==> src/rtl/step_timer_sequencer_if.sv <==
// Command and timer handshake bundle between the sequencer (master) and
// the motion planner / external timer (slave).
interface step_timer_sequencer_if #(
   parameter int STEP_BITS   = 16,
   parameter int PERIOD_BITS = 8
);
   // A transfer happens on a clk_en tick where valid (cmd_valid / timer_trigger)
   // and ready (cmd_rdy / timer_rdy) are both high; the initiator holds valid and
   // its payload stable until that tick and never makes valid depend on ready.
   logic                   cmd_valid;
   logic                   cmd_rdy;
   logic [STEP_BITS-1:0]   cmd_steps;
   logic [PERIOD_BITS-1:0] cmd_period;
   logic                   cmd_dir;
   logic                   timer_trigger;
   logic [PERIOD_BITS-1:0] timer_count;
   logic                   timer_rdy;
   logic                   timer_done;

   modport master (
      input  cmd_valid, cmd_steps, cmd_period, cmd_dir, timer_rdy, timer_done,
      output cmd_rdy, timer_trigger, timer_count
   );

   modport slave (
      output cmd_valid, cmd_steps, cmd_period, cmd_dir, timer_rdy, timer_done,
      input  cmd_rdy, timer_trigger, timer_count
   );
endinterface

==> src/rtl/step_timer_sequencer.sv <==
// Issues one step pulse per completed external-timer period for a latched
// motion command, re-arming the timer between steps.
module step_timer_sequencer #(
   parameter int STEP_BITS   = 16,
   parameter int PERIOD_BITS = 8
) (
   input  logic                  clk,
   input  logic                  reset,
   input  logic                  clk_en,
   input  logic                  abort,
   step_timer_sequencer_if.master bus,
   output logic                  step,
   output logic                  dir,
   output logic                  busy,
   output logic                  done,
   output logic [STEP_BITS-1:0]  steps_left,
   output logic [2:0]            state_dbg
);

   typedef enum logic [2:0] {
      S_IDLE   = 3'd0,
      S_ARM    = 3'd1,
      S_SETTLE = 3'd2,
      S_WAIT   = 3'd3,
      S_PULSE  = 3'd4,
      S_DONE   = 3'd5
   } state_e;

   state_e                 state_q, state_d;
   logic [STEP_BITS-1:0]   steps_left_q, steps_left_d;
   logic [PERIOD_BITS-1:0] period_q, period_d;
   logic                   dir_q, dir_d;

   always_ff @(posedge clk) begin
      if (reset) begin
         state_q      <= S_IDLE;
         steps_left_q <= '0;
         period_q     <= '0;
         dir_q        <= 1'b0;
      end else begin
         state_q      <= state_d;
         steps_left_q <= steps_left_d;
         period_q     <= period_d;
         dir_q        <= dir_d;
      end
   end

   always_comb begin
      state_d      = state_q;
      steps_left_d = steps_left_q;
      period_d     = period_q;
      dir_d        = dir_q;
      if (clk_en) begin
         if (abort && (state_q != S_IDLE)) begin
            state_d = S_IDLE;
         end else begin
            case (state_q)
               S_IDLE: begin
                  if (bus.cmd_valid) begin
                     steps_left_d = bus.cmd_steps;
                     period_d     = (bus.cmd_period == '0) ? PERIOD_BITS'(1) : bus.cmd_period;
                     dir_d        = bus.cmd_dir;
                     state_d      = (bus.cmd_steps == '0) ? S_DONE : S_ARM;
                  end
               end
               S_ARM: begin
                  if (bus.timer_rdy) state_d = S_SETTLE;
               end
               // A done still asserted from the previous period is ignored here.
               S_SETTLE: state_d = S_WAIT;
               S_WAIT: begin
                  // Decrement on entry to PULSE so the count shown with the pulse is current.
                  if (bus.timer_done) begin
                     state_d      = S_PULSE;
                     steps_left_d = steps_left_q - STEP_BITS'(1);
                  end
               end
               S_PULSE: state_d = (steps_left_q == '0) ? S_DONE : S_ARM;
               S_DONE:  state_d = S_IDLE;
               default: state_d = S_IDLE;
            endcase
         end
      end
   end

   assign bus.cmd_rdy       = (state_q == S_IDLE);
   assign bus.timer_trigger = (state_q == S_ARM);
   assign bus.timer_count   = (state_q == S_ARM) ? period_q : '0;
   assign step              = (state_q == S_PULSE);
   assign done              = (state_q == S_DONE);
   assign busy              = (state_q != S_IDLE);
   assign dir               = dir_q;
   assign steps_left        = steps_left_q;
   assign state_dbg         = state_q;

endmodule

==> src/flat_wrapper.sv <==
// flat-port wrapper written by rule: the top's interface ports become plain ports
module step_timer_sequencer_flat 
#(
   parameter int STEP_BITS   = 16,
   parameter int PERIOD_BITS = 8
)
  (clk, reset, clk_en, abort, step, dir, busy, done, steps_left, state_dbg, bus_cmd_valid, bus_cmd_steps, bus_cmd_period, bus_cmd_dir, bus_timer_rdy, bus_timer_done, bus_cmd_rdy, bus_timer_trigger, bus_timer_count);
  step_timer_sequencer_if #(.STEP_BITS(STEP_BITS), .PERIOD_BITS(PERIOD_BITS)) bus_i ();
  input  logic clk;
  input  logic reset;
  input  logic clk_en;
  input  logic abort;
  output logic step;
  output logic dir;
  output logic busy;
  output logic done;
  output logic [STEP_BITS-1:0] steps_left;
  output logic [2:0] state_dbg;
  input wire logic [$bits(bus_i.cmd_valid)-1:0] bus_cmd_valid;
  input wire logic [$bits(bus_i.cmd_steps)-1:0] bus_cmd_steps;
  input wire logic [$bits(bus_i.cmd_period)-1:0] bus_cmd_period;
  input wire logic [$bits(bus_i.cmd_dir)-1:0] bus_cmd_dir;
  input wire logic [$bits(bus_i.timer_rdy)-1:0] bus_timer_rdy;
  input wire logic [$bits(bus_i.timer_done)-1:0] bus_timer_done;
  output wire logic [$bits(bus_i.cmd_rdy)-1:0] bus_cmd_rdy;
  output wire logic [$bits(bus_i.timer_trigger)-1:0] bus_timer_trigger;
  output wire logic [$bits(bus_i.timer_count)-1:0] bus_timer_count;
  assign bus_i.cmd_valid = bus_cmd_valid;
  assign bus_i.cmd_steps = bus_cmd_steps;
  assign bus_i.cmd_period = bus_cmd_period;
  assign bus_i.cmd_dir = bus_cmd_dir;
  assign bus_i.timer_rdy = bus_timer_rdy;
  assign bus_i.timer_done = bus_timer_done;
  assign bus_cmd_rdy = bus_i.cmd_rdy;
  assign bus_timer_trigger = bus_i.timer_trigger;
  assign bus_timer_count = bus_i.timer_count;
  step_timer_sequencer #(.STEP_BITS(STEP_BITS), .PERIOD_BITS(PERIOD_BITS)) u_core (.clk(clk), .reset(reset), .clk_en(clk_en), .abort(abort), .bus(bus_i), .step(step), .dir(dir), .busy(busy), .done(done), .steps_left(steps_left), .state_dbg(state_dbg));
endmodule
==> config.mk <==
export PLATFORM = sky130hd
export DESIGN_NAME = step_timer_sequencer_flat
export DESIGN_NICKNAME = d
export VERILOG_FILES = /design/src/rtl/step_timer_sequencer_if.sv /design/src/rtl/step_timer_sequencer.sv /design/src/flat_wrapper.sv
export SDC_FILE = /design/constraint.sdc
export NUM_CORES = 1
export LEC_CHECK = 0
export BUFFER_PORTS_ARGS = -buffer_cell sky130_fd_sc_hd__buf_2
export CORE_MARGIN = 2
export CORE_UTILIZATION = 36
export CTS_CLUSTER_DIAMETER = 100
export CTS_CLUSTER_SIZE = 24
export DETAILED_ROUTE_END_ITERATION = 10
export GPL_TIMING_DRIVEN = 0
export MAX_ROUTING_LAYER = met4
export SETUP_SLACK_MARGIN = 0.5
export SYNTH_ARGS = -nofsm -noshare
export SYNTH_HDL_FRONTEND = slang
export SYNTH_SLANG_ARGS = --single-unit
==> constraint.sdc <==
create_clock -name clk -period 5.25 [get_ports clk]
set_clock_uncertainty 0.2 [all_clocks]
set_input_delay 0.2625 -clock clk [delete_from_list [all_inputs] [get_ports clk]]
set_output_delay 0.2625 -clock clk [all_outputs]
set_load 0.005 [all_outputs]
* After elaboration in Yosys (flattened, before gate mapping)
Cells that the tools add are included.
** Operators by class
- Multipliers :: 0
- Order comparisons :: 0
- Add/subtract/negate cells :: 1
- Div/mod/pow operators :: 0
- Shifts and indexed selects :: 0
- Equality and inequality tests :: 10
- Reductions and logical operators :: 10
- Bitwise gates (word level) :: 1
- Mux-type cells :: 12
** Operators by type and width (number)
- $logic_not 16->1 :: 2
- $mux 16 :: 2
- $pmux 16 s2 :: 1
- $mux 3 :: 6
- $mux 8 :: 2
- $sub 16x1->16 const B :: 1
- $pmux 3 s5 :: 1
- $ne 3x2->1 const B :: 3
- $logic_not 8->1 :: 1
- $reduce_and 4->1 :: 2
- $eq 3x2->1 const B :: 2
- $eq 3x3->1 const B :: 2
- $reduce_and 5->1 :: 1
- $ne 2x2->1 const B :: 2
- $eq 3x1->1 const B :: 1
- $logic_not 3->1 :: 1
- $reduce_bool 3->1 :: 1
- $reduce_bool 2->1 :: 1
- $logic_and 1x1->1 :: 1
- $not 1->1 :: 1
** Storage, ports and cells
- ROM bits :: 0
- Output and inout bits :: 33
- Memories kept :: 0
- Logic and storage cells :: 38
- Input port bits :: 32
- Bits in latches :: 0
- Bits in registers :: 28
- Bits in writable memories :: 0

* Depth between registers and ports, before layout
- Depth after elaboration :: 5
- Gate-level depth with buffers :: 7
- Depth with buffers taken out :: 6

* Worst setup path before layout
OpenSTA, ideal clock, no wires.
- Path type :: register -> register
- Start :: reg u_core.steps_left_q[0], in the netlist u_core.steps_left[0]
- End :: reg u_core.steps_left_q[6], in the netlist u_core.steps_left[6]
- Stages on the path, launching flop included :: 8
- Library setup time :: 0.058 ns
- Clock period less this slack :: 2.104 ns
- Path slack :: 3.146 ns
- Arrival time :: 1.846 ns
- Buffers on the path :: 1
- Required time :: 4.992 ns
- Path through :: dfxtp_1 -> inv_1 -> ha_1 -> or4b_1 -> buf_2 -> or4_1 -> a21oi_1 -> o21a_1
** Between the ends
- Longest elaborated chain between the ends :: 3
** RTL lines
- start: declaration :: RTL line step_timer_sequencer.sv:30 : logic [STEP_BITS-1:0] steps_left_q, steps_left_d;
- start signal: assignment :: RTL line step_timer_sequencer.sv:42 : steps_left_q <= steps_left_d;
- $sub 16x1->16 :: RTL line step_timer_sequencer.sv:75 : steps_left_d = steps_left_q - STEP_BITS'(1);
- $mux 16 :: RTL line step_timer_sequencer.sv:73 : if (bus.timer_done) begin
- $pmux 16 s2 :: RTL line step_timer_sequencer.sv:57 : case (state_q)
No other way between the ends. The select of a mux whose other input is x is not followed.
A chain may end at the register's enable or synchronous reset.

* Worst setup path after layout
- Start :: reg u_core.state_q[0], in the netlist u_core.state_dbg[0]
- End :: out bus_timer_count[4]
** Between the ends
- Longest elaborated chain between the ends :: 2
** RTL lines
- start: declaration :: RTL line step_timer_sequencer.sv:29 : state_e state_q, state_d;
- start signal: assignment :: RTL line step_timer_sequencer.sv:41 : state_q <= state_d;
- $eq 3x1->1 :: RTL line step_timer_sequencer.sv:88 : assign bus.timer_count = (state_q == S_ARM) ? period_q : '0;
- $mux 8 :: RTL line step_timer_sequencer.sv:88
- end: declaration :: RTL line flat_wrapper.sv:27 : output wire logic [$bits(bus_i.timer_count)-1:0] bus_timer_count;
No other way between the ends.

==> results.sh <==
export IMPL_grt_max_degree=16
export IMPL_final_cells=355
export IMPL_setup_ws_ns=2.65
export IMPL_rr_startpoint="u_core.steps_left[2]$_SDFFE_PP0P_"
export IMPL_multiInputGateArea_um2=1100
export IMPL_path_class="register to output pin"
export IMPL_yosys_warnings=0
export IMPL_drtIter0Drc=246
export IMPL_rr_worst_depth=4
export IMPL_synthFlopType="dfxtp_1"
export IMPL_slowest_delay_ns=0.80
export IMPL_cp_depth=4
export IMPL_cts_hold_buffers=0
export IMPL_clk_pin_slew_ns=0.10
export IMPL_cp_top_family="simple AND/OR/NAND/NOR gates"
export IMPL_setup_viol=0
export IMPL_wire_per_inst_um=15.6
export IMPL_detail_route_antenna_nets=0
export IMPL_dieArea_um2=5400
export IMPL_die_h_um=73.5
export IMPL_p_clk_share_pct=27.9
export IMPL_max_freq_mhz=384
export IMPL_clock_latency_ns=0.28
export IMPL_seqCellArea_um2=561
export IMPL_worstPathRequired_ns=4.79
export IMPL_status="finished clean"
export IMPL_leakagePower_uw=0.000957
export IMPL_crit_arrival_ns=2.14
export IMPL_dp_cells=351
export IMPL_nets=335
export IMPL_crit_path_end_kind="output pin"
export IMPL_fillers=502
export IMPL_syn_to_final_growth_pct=25.5
export IMPL_rr_endpoint="u_core.steps_left[13]$_SDFFE_PP0P_"
export IMPL_grtUsageTotal_pct=21.2
export IMPL_syn_nets=266
export IMPL_switching_share_pct=31.9
export IMPL_antenna_found_initial=0
export IMPL_cts_root_buffer_cell="clkbuf_8"
export IMPL_wirelength_mm=5.54
export IMPL_cts_htree_levels=1
export IMPL_drc_errors=0
export IMPL_cts_setup_buffers=0
export IMPL_power_frac_comb_pct=25.2
export IMPL_r2r_setup_slack_ns=2.86
export IMPL_antenna_cells=0
export IMPL_synthTopCellsByArea="dfxtp_1 (32%), nand2_1 (6.9%), a21oi_1 (5.5%), and2_1 (5.4%), o21ai_0 (4.9%)"
export IMPL_grt_first_pass_wirelength_mm=8.75
export IMPL_cts_repair_resized=0
export IMPL_yosysTopAreaCell="dfxtp_1"
export IMPL_hold_violations=0
export IMPL_slew_violations=0
export IMPL_drive_gt1_share_pct=26.6
export IMPL_cap_violations=0
export IMPL_hold_class="input pin to register"
export IMPL_fin_hold_ws_ns=0.0173
export IMPL_die_w_um=73.5
export IMPL_setup_tns_ns=0
export IMPL_dp_slack_ns=2.91
export IMPL_relSlewSlack_pct=31.9
export IMPL_hpwl_mm=4.06
export IMPL_clock_sink_count=28
export IMPL_syn_avg_cell_area_um2=7.46
export IMPL_setup_worst_path_start_class="register"
export IMPL_peakVddDrop_mv=0.136
export IMPL_cts_buffers=3
export IMPL_rsz0062_at_grt="false"
export IMPL_clockBufferDepth=2
export IMPL_startpoint="u_core.state_dbg[0]$_SDFFE_PP0P_"
export IMPL_synth_seq_cells=28
export IMPL_row_count=25
export IMPL_seq_area_frac_synth_pct=32.2
export IMPL_overflow=0
export IMPL_port_buffer_count=64
export IMPL_crit_end="bus_timer_count[4]"
export IMPL_fin_crit_sh_pct=49.6
export IMPL_async_reset_ff_share_pct=0
export IMPL_cp_max_fo=10
export IMPL_ios=65
export IMPL_p_seq_share_pct=46.9
export IMPL_worstMarginPinSlew_ns=1.01
export IMPL_p_sw_uw=160
export IMPL_synthTopCellsByCount="nand2_1 (32), dfxtp_1 (28), a21oi_1 (19), o21ai_0 (17), and2_1 (15)"
export IMPL_min_period_ns=2.60
export IMPL_synth_edf_count=0
export IMPL_syn_cell_area_um2=1740
export IMPL_yosysMostFrequentCell="nand2_1"
export IMPL_start_util_pct=37.1
export IMPL_tritoncts="done"
export IMPL_dr_pass1_iters=4
export IMPL_grt_pass1_vias=1851
export IMPL_path_cells="clkbuf_1, nor3b_1, and2_1, buf_2"
export IMPL_netlist_instances=233
export IMPL_place_congestion=0.910
export IMPL_crit_slowest_cell="nor3b_1"
export IMPL_yosysTopAreaCellShare_pct=32.2
export IMPL_vias_per_cell=5.81
export IMPL_p_int_uw=343
export IMPL_num_vias=2064
export IMPL_p_total_uw=503
export IMPL_p_per_area_nw_per_um2=231
export IMPL_critPathBufInv=2
export IMPL_core_um2=4690
export IMPL_synth_cell_type_count=48
-- power by group through the flow --
stage	sequential (uW)	combinational, uW	clock [uW]
2_1_floorplan	239	74.8	0
3_3_place_gp	240	125	0
3_5_place_dp	240	125	0
4_1_cts	235	126	142
5_1_grt	238	141	152
6_report	236	127	140
-- metrics by stage --
stage	instance area (um2)	util, %
2_1_floorplan	1740	-
3_3_place_gp	2130	45.3
3_5_place_dp	2130	45.3
4_1_cts	2180	46.5
5_1_grt	2180	46.5
6_report	2180	46.5
-- flip-flops by register name, summed over array words and instances, names as in the netlist --
register,count
u_core.steps_left,16
u_core.period_q,8
u_core.state_dbg,3
u_core.dir,1
-- cells in the final DEF, fill, tap and decap left out, types with 2 or more instances in the layout --
master,instances
a32o_1,2
buf_2,70
nor4_1,7
nor3_1,11
nand3b_1,3
nand2b_1,4
or2_2,2
o21ai_0,17
a31oi_1,10
nand3_1,4
a21o_1,4
and3b_1,2
dfxtp_1,28
and2_1,15
nand2_1,32
nand4b_1,2
o211ai_1,4
and3_1,3
a21oi_1,19
a211oi_1,2
inv_1,3
o2bb2ai_1,2
nand4_1,4
or4_1,4
o31ai_1,2
nor3b_1,2
nor2_1,10
clkbuf_8,4
clkbuf_1,9
-- worst min path at each step --
stage,startpoint,endpoint,slack [ns],depth (start not counted)
floorplan,bus_cmd_period[1],u_core.period_q[1]$_SDFFE_PP0P_,0.20,2
global route,bus_cmd_period[5],u_core.period_q[5]$_SDFFE_PP0P_,0.02,3
finish,bus_cmd_dir,u_core.dir$_SDFFE_PP0P_,0.02,3
global placement,u_core.period_q[3]$_SDFFE_PP0P_,u_core.period_q[3]$_SDFFE_PP0P_,0.24,2
CTS,bus_cmd_dir,u_core.dir$_SDFFE_PP0P_,0.02,3
detailed placement,u_core.period_q[4]$_SDFFE_PP0P_,u_core.period_q[4]$_SDFFE_PP0P_,0.24,2
-- kinds of logic (layout without fill, tap and decap cells) --
family          after synthesis  after routing  share of synthesized area, %
flops                        28             28                          32.2
buf+inv                      19             87                          4.53
compound gates               73             73                          26.8
simple gates                110            110                          34.5
fa+ha+maj                     1              1                         0.719
mux                           2              2                          1.22
-- per-layer routing --
layer | part of all wire, % | track usage (%)
met1 | 44 | 27.5
met2 | 48 | 34.6
met3 | 7.0 | 3.29
met4 | 0.92 | 5.05
met5 | 0 | -
-- area by class of cell --
cell class / instances / share of cell area [%]
clock buffer: 4 / 2.52
tap: 54 / 3.10
buffer: 15 / 2.92
sequential: 28 / 25.7
timing repair buffer: 64 / 14.7
multi-input combinational: 186 / 50.4
inverter: 4 / 0.688
-- worst reg2reg max path: cells and delay by family, from the launching register on --
kind / cells / cell delay, ns
AOI/OAI and AO/OA: 1 / 0.16
DFF: 1 / 0.38
and+or+nand+nor: 3 / 1.59
(Power assumes the default switching activity.)
